[src/rtl/serial_fifo_bridge_if.sv]
// ---------------------------------------------------------------------------
// serial_fifo_bridge_if
// CPU-side register bus of the serial FIFO bridge.
//   addr : 16-bit CPU address
//   din  : 8-bit write data
//   dout : 8-bit read data (combinational, driven by the peripheral)
//   wr   : write strobe, one write per clk where high
//   rd   : read strobe, may be held several cycles per access
// Modports: master (CPU side), slave (peripheral side).
// ---------------------------------------------------------------------------
interface serial_fifo_bridge_if;
  logic [15:0] addr;
  logic [7:0]  din;
  logic [7:0]  dout;
  logic        wr;
  logic        rd;

  modport master (output addr, output din, output wr, output rd, input dout);
  modport slave  (input addr, input din, input wr, input rd, output dout);
endinterface

[src/rtl/serial_fifo_bridge.sv]
// ---------------------------------------------------------------------------
// serial_fifo_bridge
// Memory-mapped byte-serial peripheral between the CPU bus and the byte-stream
// side of avr_interface. TX and RX FIFOs, a TX drain FSM, sticky overflow
// flags, occupancy readback and a level interrupt.
//
// Register map (offsets from BASE_ADDR):
//   +0 STAT  (ro) {irq, rx_ovf, tx_ovf, rx_full, avr_ready, rx_nonempty,
//                  tx_full, tx_active}
//   +1 CTL   (rw) [0] tx_flush, [1] rx_flush, [4] clr_ovf (strobes, read 0)
//                 [2] rx_irq_en, [3] tx_irq_en, [5] loopback
//   +2 TXDAT (wo) push byte into TX FIFO
//   +3 RXDAT (ro) RX FIFO head, popped on the rising edge of rd
//   +4 TXCNT (ro) TX occupancy
//   +5 RXCNT (ro) RX occupancy
//
// Ports:
//   clk, rst     : clock, synchronous active-high reset
//   bus          : CPU register bus (serial_fifo_bridge_if.slave)
//   irq          : level interrupt
//   tx_data      : byte to avr_interface, new_tx_data : one-cycle send pulse
//   tx_busy      : serializer busy, tx_block : AVR RX buffer full
//   rx_data      : received byte, new_rx_data : one-cycle receive pulse
//   avr_ready    : AVR link up
//
// Build option: define SERIAL_FIFO_LOOPBACK_EN to implement CTL[5] loopback,
// which routes TX bytes into the RX FIFO instead of the link.
// ---------------------------------------------------------------------------
module serial_fifo_bridge #(
  parameter logic [15:0] BASE_ADDR = 16'hfea0,
  parameter int          TX_DEPTH  = 16,
  parameter int          RX_DEPTH  = 16
) (
  input  logic                  clk,
  input  logic                  rst,
  serial_fifo_bridge_if.slave   bus,
  output logic                  irq,
  output logic [7:0]            tx_data,
  output logic                  new_tx_data,
  input  logic                  tx_busy,
  input  logic                  tx_block,
  input  logic [7:0]            rx_data,
  input  logic                  new_rx_data,
  input  logic                  avr_ready
);

  localparam int TXA = $clog2(TX_DEPTH);
  localparam int RXA = $clog2(RX_DEPTH);
  localparam logic [TXA:0] TX_FULL_CNT = (TXA+1)'(TX_DEPTH);
  localparam logic [RXA:0] RX_FULL_CNT = (RXA+1)'(RX_DEPTH);

  typedef enum logic [1:0] {S_IDLE, S_LOAD, S_WAIT} tx_state_t;

  tx_state_t state, state_nx;
  logic      tx_start;

  // address decode and control strobes
  logic sel_stat, sel_ctl, sel_txdat, sel_rxdat, sel_txcnt, sel_rxcnt;
  assign sel_stat  = (bus.addr == BASE_ADDR);
  assign sel_ctl   = (bus.addr == BASE_ADDR + 16'd1);
  assign sel_txdat = (bus.addr == BASE_ADDR + 16'd2);
  assign sel_rxdat = (bus.addr == BASE_ADDR + 16'd3);
  assign sel_txcnt = (bus.addr == BASE_ADDR + 16'd4);
  assign sel_rxcnt = (bus.addr == BASE_ADDR + 16'd5);

  logic ctl_wr, tx_flush, rx_flush, clr_ovf;
  assign ctl_wr   = bus.wr & sel_ctl;
  assign tx_flush = ctl_wr & bus.din[0];
  assign rx_flush = ctl_wr & bus.din[1];
  assign clr_ovf  = ctl_wr & bus.din[4];

  logic rx_irq_en, tx_irq_en, rd_q, tx_ovf, rx_ovf, loopback, lb_inflight;

`ifdef SERIAL_FIFO_LOOPBACK_EN
  always_ff @(posedge clk) begin
    if (rst)         loopback <= 1'b0;
    else if (ctl_wr) loopback <= bus.din[5];
  end
`else
  assign loopback = 1'b0;
`endif

  // TX FIFO
  logic [7:0]     tx_mem [TX_DEPTH];
  logic [TXA-1:0] tx_wp, tx_rp;
  logic [TXA:0]   tx_cnt;
  logic           tx_ne, tx_full, tx_push_req, tx_do_push, tx_do_pop, tx_ovf_set;

  assign tx_ne       = (tx_cnt != '0);
  assign tx_full     = (tx_cnt == TX_FULL_CNT);
  assign tx_push_req = bus.wr & sel_txdat;
  // The byte was captured on entry to LOAD; this pop just retires it.
  assign tx_do_pop   = (state == S_LOAD) & tx_ne & ~tx_flush;
  assign tx_do_push  = tx_push_req & (~tx_full | tx_do_pop) & ~tx_flush;
  assign tx_ovf_set  = tx_push_req & tx_full & ~tx_do_pop;

  always_ff @(posedge clk) begin
    if (tx_do_push) tx_mem[tx_wp] <= bus.din;
  end

  always_ff @(posedge clk) begin
    if (rst || tx_flush) begin
      tx_wp  <= '0;
      tx_rp  <= '0;
      tx_cnt <= '0;
    end else begin
      if (tx_do_push) tx_wp <= tx_wp + 1'b1;
      if (tx_do_pop)  tx_rp <= tx_rp + 1'b1;
      case ({tx_do_push, tx_do_pop})
        2'b10:   tx_cnt <= tx_cnt + 1'b1;
        2'b01:   tx_cnt <= tx_cnt - 1'b1;
        default: tx_cnt <= tx_cnt;
      endcase
    end
  end

  // RX FIFO
  logic [7:0]     rx_mem [RX_DEPTH];
  logic [RXA-1:0] rx_wp, rx_rp;
  logic [RXA:0]   rx_cnt;
  logic           rx_ne, rx_full, rx_push_req, rx_pop_req, rx_do_push, rx_do_pop;
  logic           rx_ovf_set, lb_push;
  logic [7:0]     rx_push_data;

  assign rx_ne        = (rx_cnt != '0);
  assign rx_full      = (rx_cnt == RX_FULL_CNT);
  assign lb_push      = (state == S_LOAD) & lb_inflight;
  assign rx_push_req  = lb_push | (new_rx_data & ~loopback);
  assign rx_push_data = lb_push ? tx_data : rx_data;
  // Only the first clk of a (possibly stretched) read pops.
  assign rx_pop_req   = bus.rd & ~rd_q & sel_rxdat;
  assign rx_do_pop    = rx_pop_req & rx_ne & ~rx_flush;
  assign rx_do_push   = rx_push_req & (~rx_full | rx_do_pop) & ~rx_flush;
  assign rx_ovf_set   = rx_push_req & rx_full & ~rx_do_pop;

  always_ff @(posedge clk) begin
    if (rx_do_push) rx_mem[rx_wp] <= rx_push_data;
  end

  always_ff @(posedge clk) begin
    if (rst || rx_flush) begin
      rx_wp  <= '0;
      rx_rp  <= '0;
      rx_cnt <= '0;
    end else begin
      if (rx_do_push) rx_wp <= rx_wp + 1'b1;
      if (rx_do_pop)  rx_rp <= rx_rp + 1'b1;
      case ({rx_do_push, rx_do_pop})
        2'b10:   rx_cnt <= rx_cnt + 1'b1;
        2'b01:   rx_cnt <= rx_cnt - 1'b1;
        default: rx_cnt <= rx_cnt;
      endcase
    end
  end

  // control registers and sticky flags
  always_ff @(posedge clk) begin
    if (rst) begin
      rx_irq_en <= 1'b0;
      tx_irq_en <= 1'b0;
      rd_q      <= 1'b0;
      tx_ovf    <= 1'b0;
      rx_ovf    <= 1'b0;
    end else begin
      rd_q <= bus.rd;
      if (ctl_wr) {tx_irq_en, rx_irq_en} <= bus.din[3:2];
      // a new overflow in the clearing cycle keeps the flag set
      tx_ovf <= tx_ovf_set | (tx_ovf & ~clr_ovf);
      rx_ovf <= rx_ovf_set | (rx_ovf & ~clr_ovf);
    end
  end

  // TX drain FSM
  always_ff @(posedge clk) begin
    if (rst) state <= S_IDLE;
    else     state <= state_nx;
  end

  always_comb begin
    state_nx = state;
    tx_start = 1'b0;
    case (state)
      S_IDLE: begin
        if (tx_ne && (loopback || (!tx_busy && !tx_block))) begin
          state_nx = S_LOAD;
          tx_start = 1'b1;
        end
      end
      S_LOAD:  state_nx = S_WAIT;
      S_WAIT:  state_nx = S_IDLE;
      default: state_nx = S_IDLE;
    endcase
  end

  // Outputs registered on LOAD entry so the byte survives a flush in flight.
  always_ff @(posedge clk) begin
    if (rst) begin
      new_tx_data <= 1'b0;
      lb_inflight <= 1'b0;
      tx_data     <= 8'h00;
    end else begin
      new_tx_data <= tx_start & ~loopback;
      lb_inflight <= tx_start & loopback;
      if (tx_start) tx_data <= tx_mem[tx_rp];
    end
  end

  // readback
  logic       tx_active;
  logic [7:0] stat, ctl_rb, dout_c;

  assign tx_active = tx_ne | (state != S_IDLE) | tx_busy;
  assign irq       = (rx_irq_en & rx_ne) | (tx_irq_en & ~tx_ne & (state == S_IDLE));
  assign stat      = {irq, rx_ovf, tx_ovf, rx_full, avr_ready, rx_ne, tx_full, tx_active};
  assign ctl_rb    = {2'b00, loopback, 1'b0, tx_irq_en, rx_irq_en, 2'b00};

  always_comb begin
    dout_c = 8'h00;
    if (bus.rd) begin
      if (sel_stat)       dout_c = stat;
      else if (sel_ctl)   dout_c = ctl_rb;
      else if (sel_rxdat) dout_c = rx_ne ? rx_mem[rx_rp] : 8'h00;
      else if (sel_txcnt) dout_c = 8'(tx_cnt);
      else if (sel_rxcnt) dout_c = 8'(rx_cnt);
      else                dout_c = 8'h00;
    end
  end

  assign bus.dout = dout_c;

endmodule
[src/flat_wrapper.sv]
// flat-port wrapper written by rule: the top's interface ports become plain ports
module serial_fifo_bridge_flat 
#(
  parameter logic [15:0] BASE_ADDR = 16'hfea0,
  parameter int          TX_DEPTH  = 16,
  parameter int          RX_DEPTH  = 16
)
  (clk, rst, irq, tx_data, new_tx_data, tx_busy, tx_block, rx_data, new_rx_data, avr_ready, bus_addr, bus_din, bus_wr, bus_rd, bus_dout);
  serial_fifo_bridge_if bus_i ();
  input  logic clk;
  input  logic rst;
  output logic irq;
  output logic [7:0] tx_data;
  output logic new_tx_data;
  input  logic tx_busy;
  input  logic tx_block;
  input  logic [7:0] rx_data;
  input  logic new_rx_data;
  input  logic avr_ready;
  input wire logic [$bits(bus_i.addr)-1:0] bus_addr;
  input wire logic [$bits(bus_i.din)-1:0] bus_din;
  input wire logic [$bits(bus_i.wr)-1:0] bus_wr;
  input wire logic [$bits(bus_i.rd)-1:0] bus_rd;
  output wire logic [$bits(bus_i.dout)-1:0] bus_dout;
  assign bus_i.addr = bus_addr;
  assign bus_i.din = bus_din;
  assign bus_i.wr = bus_wr;
  assign bus_i.rd = bus_rd;
  assign bus_dout = bus_i.dout;
  serial_fifo_bridge #(.BASE_ADDR(BASE_ADDR), .TX_DEPTH(TX_DEPTH), .RX_DEPTH(RX_DEPTH)) u_core (.clk(clk), .rst(rst), .bus(bus_i), .irq(irq), .tx_data(tx_data), .new_tx_data(new_tx_data), .tx_busy(tx_busy), .tx_block(tx_block), .rx_data(rx_data), .new_rx_data(new_rx_data), .avr_ready(avr_ready));
endmodule
[config.mk]
export PLATFORM = sky130hd
export DESIGN_NAME = serial_fifo_bridge_flat
export DESIGN_NICKNAME = d
export VERILOG_FILES = /design/src/rtl/serial_fifo_bridge_if.sv /design/src/rtl/serial_fifo_bridge.sv /design/src/flat_wrapper.sv
export SDC_FILE = /design/constraint.sdc
export NUM_CORES = 1
export LEC_CHECK = 0
export ABC_AREA = 1
export CAP_MARGIN = 20
export CELL_PAD_IN_SITES_DETAIL_PLACEMENT = 2
export CELL_PAD_IN_SITES_GLOBAL_PLACEMENT = 2
export CORE_ASPECT_RATIO = 0.5
export CORE_UTILIZATION = 25
export DETAILED_ROUTE_END_ITERATION = 10
export HOLD_SLACK_MARGIN = 0.05
export PLACE_DENSITY = 0.55
export SLEW_MARGIN = 20
export SYNTH_ARGS = -nofsm -noshare
export SYNTH_HDL_FRONTEND = slang
export SYNTH_SLANG_ARGS = --single-unit
[constraint.sdc]
create_clock -name clk -period 3.8 [get_ports clk]
set_input_delay 0.76 -clock clk [delete_from_list [all_inputs] [get_ports clk]]
set_output_delay 0.76 -clock clk [all_outputs]
set_load 0.005 [all_outputs]
# After elaboration in Yosys (flattened, before gate mapping)
# Memory sizes are Yosys's and may differ from the RTL's. A register that Yosys moved wholly into a read port is not among the register bits.
# Cells that the tools add are included.
# op_classes
n_lt_le_gt_ge	0
n_div	0
n_mux	19
n_shift	0
n_eq_ne	14
multipliers	0
bitwise_logic	40
addsub	8
n_reduce_logical	12
# ops
op	count
16-bit equality test, second input constant	6
8-bit 2-to-1 mux	6
1-bit AND	24
5-bit case mux with 2 select lines	2
4-bit by 1-bit adder with 4-bit output, second input constant	4
5-bit by 1-bit adder with 5-bit output, second input constant	2
5-bit equality test, second input constant	2
5-bit nonzero test	2
5-bit by 1-bit subtractor with 5-bit output, second input constant	2
1-bit inverter	9
4-bit 2-to-1 mux	2
1-bit OR	7
2-bit by 1-bit equality test with 1-bit output, second input constant	3
1-bit 2-to-1 mux	6
2-bit nonzero test	3
5-bit 2-to-1 mux	1
2-bit equality test, second input constant	2
2-bit case mux with 2 select lines	1
1-bit logical AND	2
1-bit logical NOT	2
2-bit logical NOT	1
1-bit logical OR	2
2-bit 2-to-1 mux	1
2-bit by 1-bit != test with 1-bit output, second input constant	1
# totals
mem_bits_ro	0
ff_bits	34
mem_bits_rw	256
input_bits	40
latchBits	0
memories	2
out_inout_bits	18
# memory_table
memory	words	width	rd	rd_ports_with_merged_regs	write_ports	line	text
u_core.rx_mem	16	8	1	1	1	serial_fifo_bridge.sv:118	logic [7:0] rx_mem [RX_DEPTH];
u_core.tx_mem	16	8	1	1	1	serial_fifo_bridge.sv:84	logic [7:0] tx_mem [TX_DEPTH];

# Longest topological paths before layout
# depth
ltp_word	10
depth_mapped	21
depth_no_buf	21

# Worst setup path after synthesis
# OpenSTA, ideal clock, no wires.
# synth_timing
path_type	input -> register
start	in bus_addr[8]
end	reg u_core.rx_cnt[4]
cell_stages	20
t_arrival_ns	2.923
required_ns	3.687
setup_time_ns	0.113
slack_ns	0.764
cell_sequence	inv_1 -> nand2_1 -> nor2_2 -> nand2_2 -> nor2_8 -> nand3_2 -> nand3_4 -> buf_6 -> ha_1 -> xor2_1 -> ha_1 -> inv_1 -> nand2_1 -> nand2_1 -> o21ai_0 -> a21oi_1 -> o21ai_0 -> nand2_1 -> nand2_1 -> nor2_1
# synth_between
elab_chain_cells	10
word_cells_on_any_way	16
classes_between	eq/ne: 4; mux: 1; bitwise: 9; reduce/logical: 2
# synth_rtl
item	line	text
start: declaration	flat_wrapper.sv:20	input wire logic [$bits(bus_i.addr)-1:0] bus_addr;
16-bit equality test	serial_fifo_bridge.sv:60	assign sel_ctl = (bus.addr == BASE_ADDR + 16'd1);
1-bit AND	serial_fifo_bridge.sv:67	assign ctl_wr = bus.wr & sel_ctl;
1-bit AND	serial_fifo_bridge.sv:69	assign rx_flush = ctl_wr & bus.din[1];
1-bit inverter	serial_fifo_bridge.sv:132, serial_fifo_bridge.sv:133	
1-bit AND	serial_fifo_bridge.sv:132	assign rx_do_pop = rx_pop_req & rx_ne & ~rx_flush;
1-bit OR	serial_fifo_bridge.sv:133	assign rx_do_push = rx_push_req & (~rx_full | rx_do_pop) & ~rx_flush;
1-bit AND (2 in series)	serial_fifo_bridge.sv:133	
2-bit by 1-bit equality test with 1-bit output or 2-bit equality test (tied branches)	serial_fifo_bridge.sv:148	case ({rx_do_push, rx_do_pop})
5-bit case mux with 2 select lines or 2-bit nonzero test (tied branches)	n/a	
end signal: assignment	serial_fifo_bridge.sv:149	2'b10: rx_cnt <= rx_cnt + 1'b1;
end signal: assignment	serial_fifo_bridge.sv:150	2'b01: rx_cnt <= rx_cnt - 1'b1;
end signal: assignment	serial_fifo_bridge.sv:151	default: rx_cnt <= rx_cnt;
end: declaration	serial_fifo_bridge.sv:120	logic [RXA:0] rx_cnt;
# Parallel ways exist; a longest one is shown, timed or not.
# A chain may end at the register's enable or synchronous reset.

# Worst setup path after layout
# layout_timing
start	in bus_addr[11]
end	out bus_dout[4]
# layout_between
elab_chain_cells	7
word_cells_on_any_way	11
classes_between	eq/ne: 5; mux: 6
# layout_rtl
item	line	text
16-bit equality test	serial_fifo_bridge.sv:64	assign sel_rxcnt = (bus.addr == BASE_ADDR + 16'd5);
5-bit 2-to-1 mux	serial_fifo_bridge.sv:224	else if (sel_rxcnt) dout_c = 8'(rx_cnt);
8-bit 2-to-1 mux	serial_fifo_bridge.sv:223	else if (sel_txcnt) dout_c = 8'(tx_cnt);
8-bit 2-to-1 mux	serial_fifo_bridge.sv:222	else if (sel_rxdat) dout_c = rx_ne ? rx_mem[rx_rp] : 8'h00;
8-bit 2-to-1 mux	serial_fifo_bridge.sv:221	else if (sel_ctl) dout_c = ctl_rb;
8-bit 2-to-1 mux (*)	serial_fifo_bridge.sv:220	if (sel_stat) dout_c = stat;
8-bit 2-to-1 mux (*)	serial_fifo_bridge.sv:219	if (bus.rd) begin
end: declaration	flat_wrapper.sv:24	output wire logic [$bits(bus_i.dout)-1:0] bus_dout;
# Every way passes the cells marked *; elsewhere a longest branch is shown, timed or not.

==> run summary <==
The run finished with clean final reports. The area of the die came out at 53,300 um2. CTS built an H-tree with a depth of 1. The clock-pin slew on the worst setup and hold paths came out at 0.06 ns. Overall power consumption after layout is estimated at 6.86 mW. The layout overhead on the synthesized area is 20.8%. The number of filler instances in the final layout came out at 5,508. In this run, the number of DRC markers left after iteration 0 of detailed routing was 452. Clock tree synthesis inserted a total of 31 buffers. The net count of the finished layout is 1,388. The global-route usage over all layers came out at 15.5%. STA puts the critical path data arrival time at 2.84 ns.

The startpoint of the worst hold path is u_core.state[0]$_SDFFE_PP0P_. In the finished design, the share of the clock period the worst path needs comes to 94.9%. In the layout the commonest cells are edfxtp_1 (256), nand2_1 (198), nor2_1 (166), nand3_1 (114), o21ai_0 (111). Dividing the detail-routed via count by the number of cells gives 4.59. The endpoint identified for the worst register-to-register timing path is u_core.rx_cnt[4]$_SDFFE_PP0P_. The sequential element share of the synthesized area came out at 65.8%. The area of the core came out at 50,900 um2. The deepest clock path buffer count is 3. The die boundary width came out at 325 um. The hold violation total from the final report is 0.

The starting density of the core came out at 25.7%. The clock root buffer is clkbuf_16. The synthesized netlist contains 36 unique library cells. The cell area after technology mapping came out at 13,100 um2.

At the pin with the least slew margin, the transition time is 1.01 ns. In this run the most used layer during global routing was met2. The clock drives 302 sinks. Global routing consumed, on the met2 layer, 27.5% of the routing resources. The analysis attributes to cell leakage a power of 5.79 nW. The average instance area after synthesis came out at 10.6 um2.

Global routing used 2.07% of the available met3 tracks. The power density relative to cell area is 434 nW/um2. The final weighted congestion in routability-driven placement came out at 0.763. The antenna diode count came out at 0. The post-synthesis register bit count came out at 302.

The fraction of final layout cells sized beyond drive strength 1 came out at 11.3%. The count of port buffers added during placement is 57. The tool flagged a number of max-cap violations equal to 0. TritonCTS built the clock tree.

Yosys attributes the largest share of cell area to edfxtp_1 (59%), dfxtp_1 (7.0%), nand2_1 (5.7%). The critical setup path kind is input port to primary output. The met1 track demand over resource in global routing came out at 20.2%. The remaining antenna violation count after routing is 0. On the final layout, the worst clock skew is 0.00751 ns. The initial antenna violation count is 0. The worst hold path stage count came out at 2. The worst-case reg-to-reg path depth came out at 19.

STA classifies the critical path endpoint as a primary output. The floorplan has 58 rows. Leaving out fill and tap cells, the most frequent cell in the layout is edfxtp_1. The largest fanout on the critical path is 10. The area fraction of the dominant cell type after synthesis came out at 58.8%.

In this run the count of I/O pins placed on the die edge is 58. The total global routing overflow came out at 0. The die is 164 um tall.

The wire length of the first global-routing pass is 63,000 um. The detailed placement HPWL came out at 27,600 um. The clock reaches the later pin of the worst-skew pair after 0.57 ns. The routed layout has 9,395 vias. The synthesized netlist net count is 1,288. The routed design has 41,000 um of wire. Synthesis produced a netlist whose cell count is 1,232. The post-layout minimum cycle time came out at 3.60 ns.

Setup repair after global routing left no endpoint under its margin. The cell accounting for the most synthesized area is edfxtp_1. The DRC violations left came out at 0.

Entering global routing, the biggest net connects 68 pins. The setup TNS after final layout is 0 ns. The number of warnings issued by yosys came out at 0. The slack of the worst reg-to-reg path is 0.97 ns. The startpoint identified for the worst register-to-register timing path is u_core.rx_cnt[2]$_SDFFE_PP0P_.

For hold timing, the worst endpoint is u_core.state[1]$_SDFFE_PP0P_. The via count of the first global-routing pass is 10,300. The maximum clock frequency is 277 MHz.

The worst setup path is launched from an input port. The path class of the tightest hold or removal check is register to register. The critical path required time is 3.04 ns. The max-slew violation count came out at 0. After detailed routing, the average wire length per cell comes to 20.0 um. The number of iterations in the first detailed-routing pass came out at 5.

The maximum vdd ir drop came out at 0.279 mV. The worst-case hold slack is 0.470 ns. The area occupied by multi-input gates is 3850 um2. The max-slew headroom at the worst pin came out at 32.3%. The number of setup violations in the final report came out at 0. The area used by sequential logic in the layout is 8610 um2.
[cell usage after synthesis (all sizes together)]
library cell    n
nand2         214
o22ai          13
inv           104
o211ai         27
nor2          174
xor2           10
buf            20
edfxtp        256
o21a            2
nor3           21
clkinv          2
dfxtp          46
a21oi          38
o31ai           1
o21ai         117
and2            1
xnor2           2
a211oi          4
nand4           6
nand3         119
clkbuf         32
o221ai          7
ha             16
[power breakdown]
part / internal, mW / switching (mW)
registers: 3.61 / 0.0134
logic: 0.0691 / 0.141
clock network: 1.70 / 1.32
total: 5.38 / 1.48
[stage by stage]
stage | area [um2] | instances | utilization, % | setup WS, ns
floorplan | 13100 | 1232 | - | 0.764
global placement | 14800 | 1987 | 29.0 | 0.0690
detailed placement | 14800 | 1987 | 29.0 | 0.0504
CTS | 15700 | 2044 | 30.9 | 0.0266
global route | 15800 | 2046 | 31.0 | 0.0325
finish | 15800 | 2046 | 31.0 | 0.195
[worst max path at each step]
| stage | startpoint | end | slack [ns] | cells after the start |
|---|---|---|---|---|
| 2_1_floorplan | bus_addr[8] | u_core.rx_cnt[4]$_SDFFE_PP0P_ | 0.76 | 20 |
| 3_3_place_gp | bus_addr[5] | bus_dout[1] | 0.07 | 10 |
| 3_5_place_dp | bus_addr[5] | bus_dout[3] | 0.05 | 12 |
| 4_1_cts | bus_addr[5] | bus_dout[3] | 0.03 | 12 |
| 5_1_grt | register | bus_dout[7] | 0.03 | 8 |
| 6_report | bus_addr[11] | bus_dout[4] | 0.20 | 13 |
[routing by layer]
metal / vias up / wire, um
met1: 4789 / 19200
met2: 91 / 19900
met5: - / 0
met3: 48 / 959
met4: 0 / 882
li1: 4467 / -
[critical path, stage by stage]
cell and delay, ns:
clkdlybuf4s50_1 0.46, nand2_1 0.06, nor2_2 0.14, nand2_2 0.09, nor2_4 0.19, buf_4 0.15, nand3_2 0.10, buf_6 0.16
o21ai_0 0.15, inv_1 0.05, nand2_1 0.06, inv_1 0.03, clkdlybuf4s50_1 0.43
[cells by family (layout without fill, tap and decap cells)]
group / count (synthesis) / in the layout / synth area share, %
AND/OR/NAND/NOR: 535 / 535 / 18.1
adder cells (fa/ha/maj): 16 / 16 / 1.53
flip-flops: 302 / 302 / 65.8
buffers and inverters: 158 / 282 / 4.78
XOR/XNOR: 12 / 12 / 0.804
AO/OA/AOI/OAI: 209 / 209 / 8.98
[final cells by class]
| cell class | count | share of cell area (%) |
|---|---|---|
| Tap cell | 690 | 5.47 |
| Multi-Input combinational cell | 772 | 24.4 |
| Clock inverter | 19 | 1.14 |
| Inverter | 106 | 2.55 |
| Timing Repair Buffer | 119 | 6.84 |
| Sequential cell | 302 | 54.5 |
| Clock buffer | 38 | 5.08 |
[state kept, by name, summed over array words and instances (netlist names), 2 cells and up, named ones only]
name / cells
u_core.tx_data: 8
u_core.tx_cnt: 5
u_core.tx_mem: 128
u_core.tx_wp: 4
u_core.rx_mem: 128
u_core.rx_rp: 4
u_core.rx_wp: 4
u_core.state: 2
u_core.tx_rp: 4
u_core.rx_cnt: 5
[what timing repair did]
item,4_1_cts,5_1_grt
setup endpoints to repair,0,6
gates resized for setup,0,12
setup buffers,0,2
hold buffers,0,0
(Power assumes the default switching activity.)
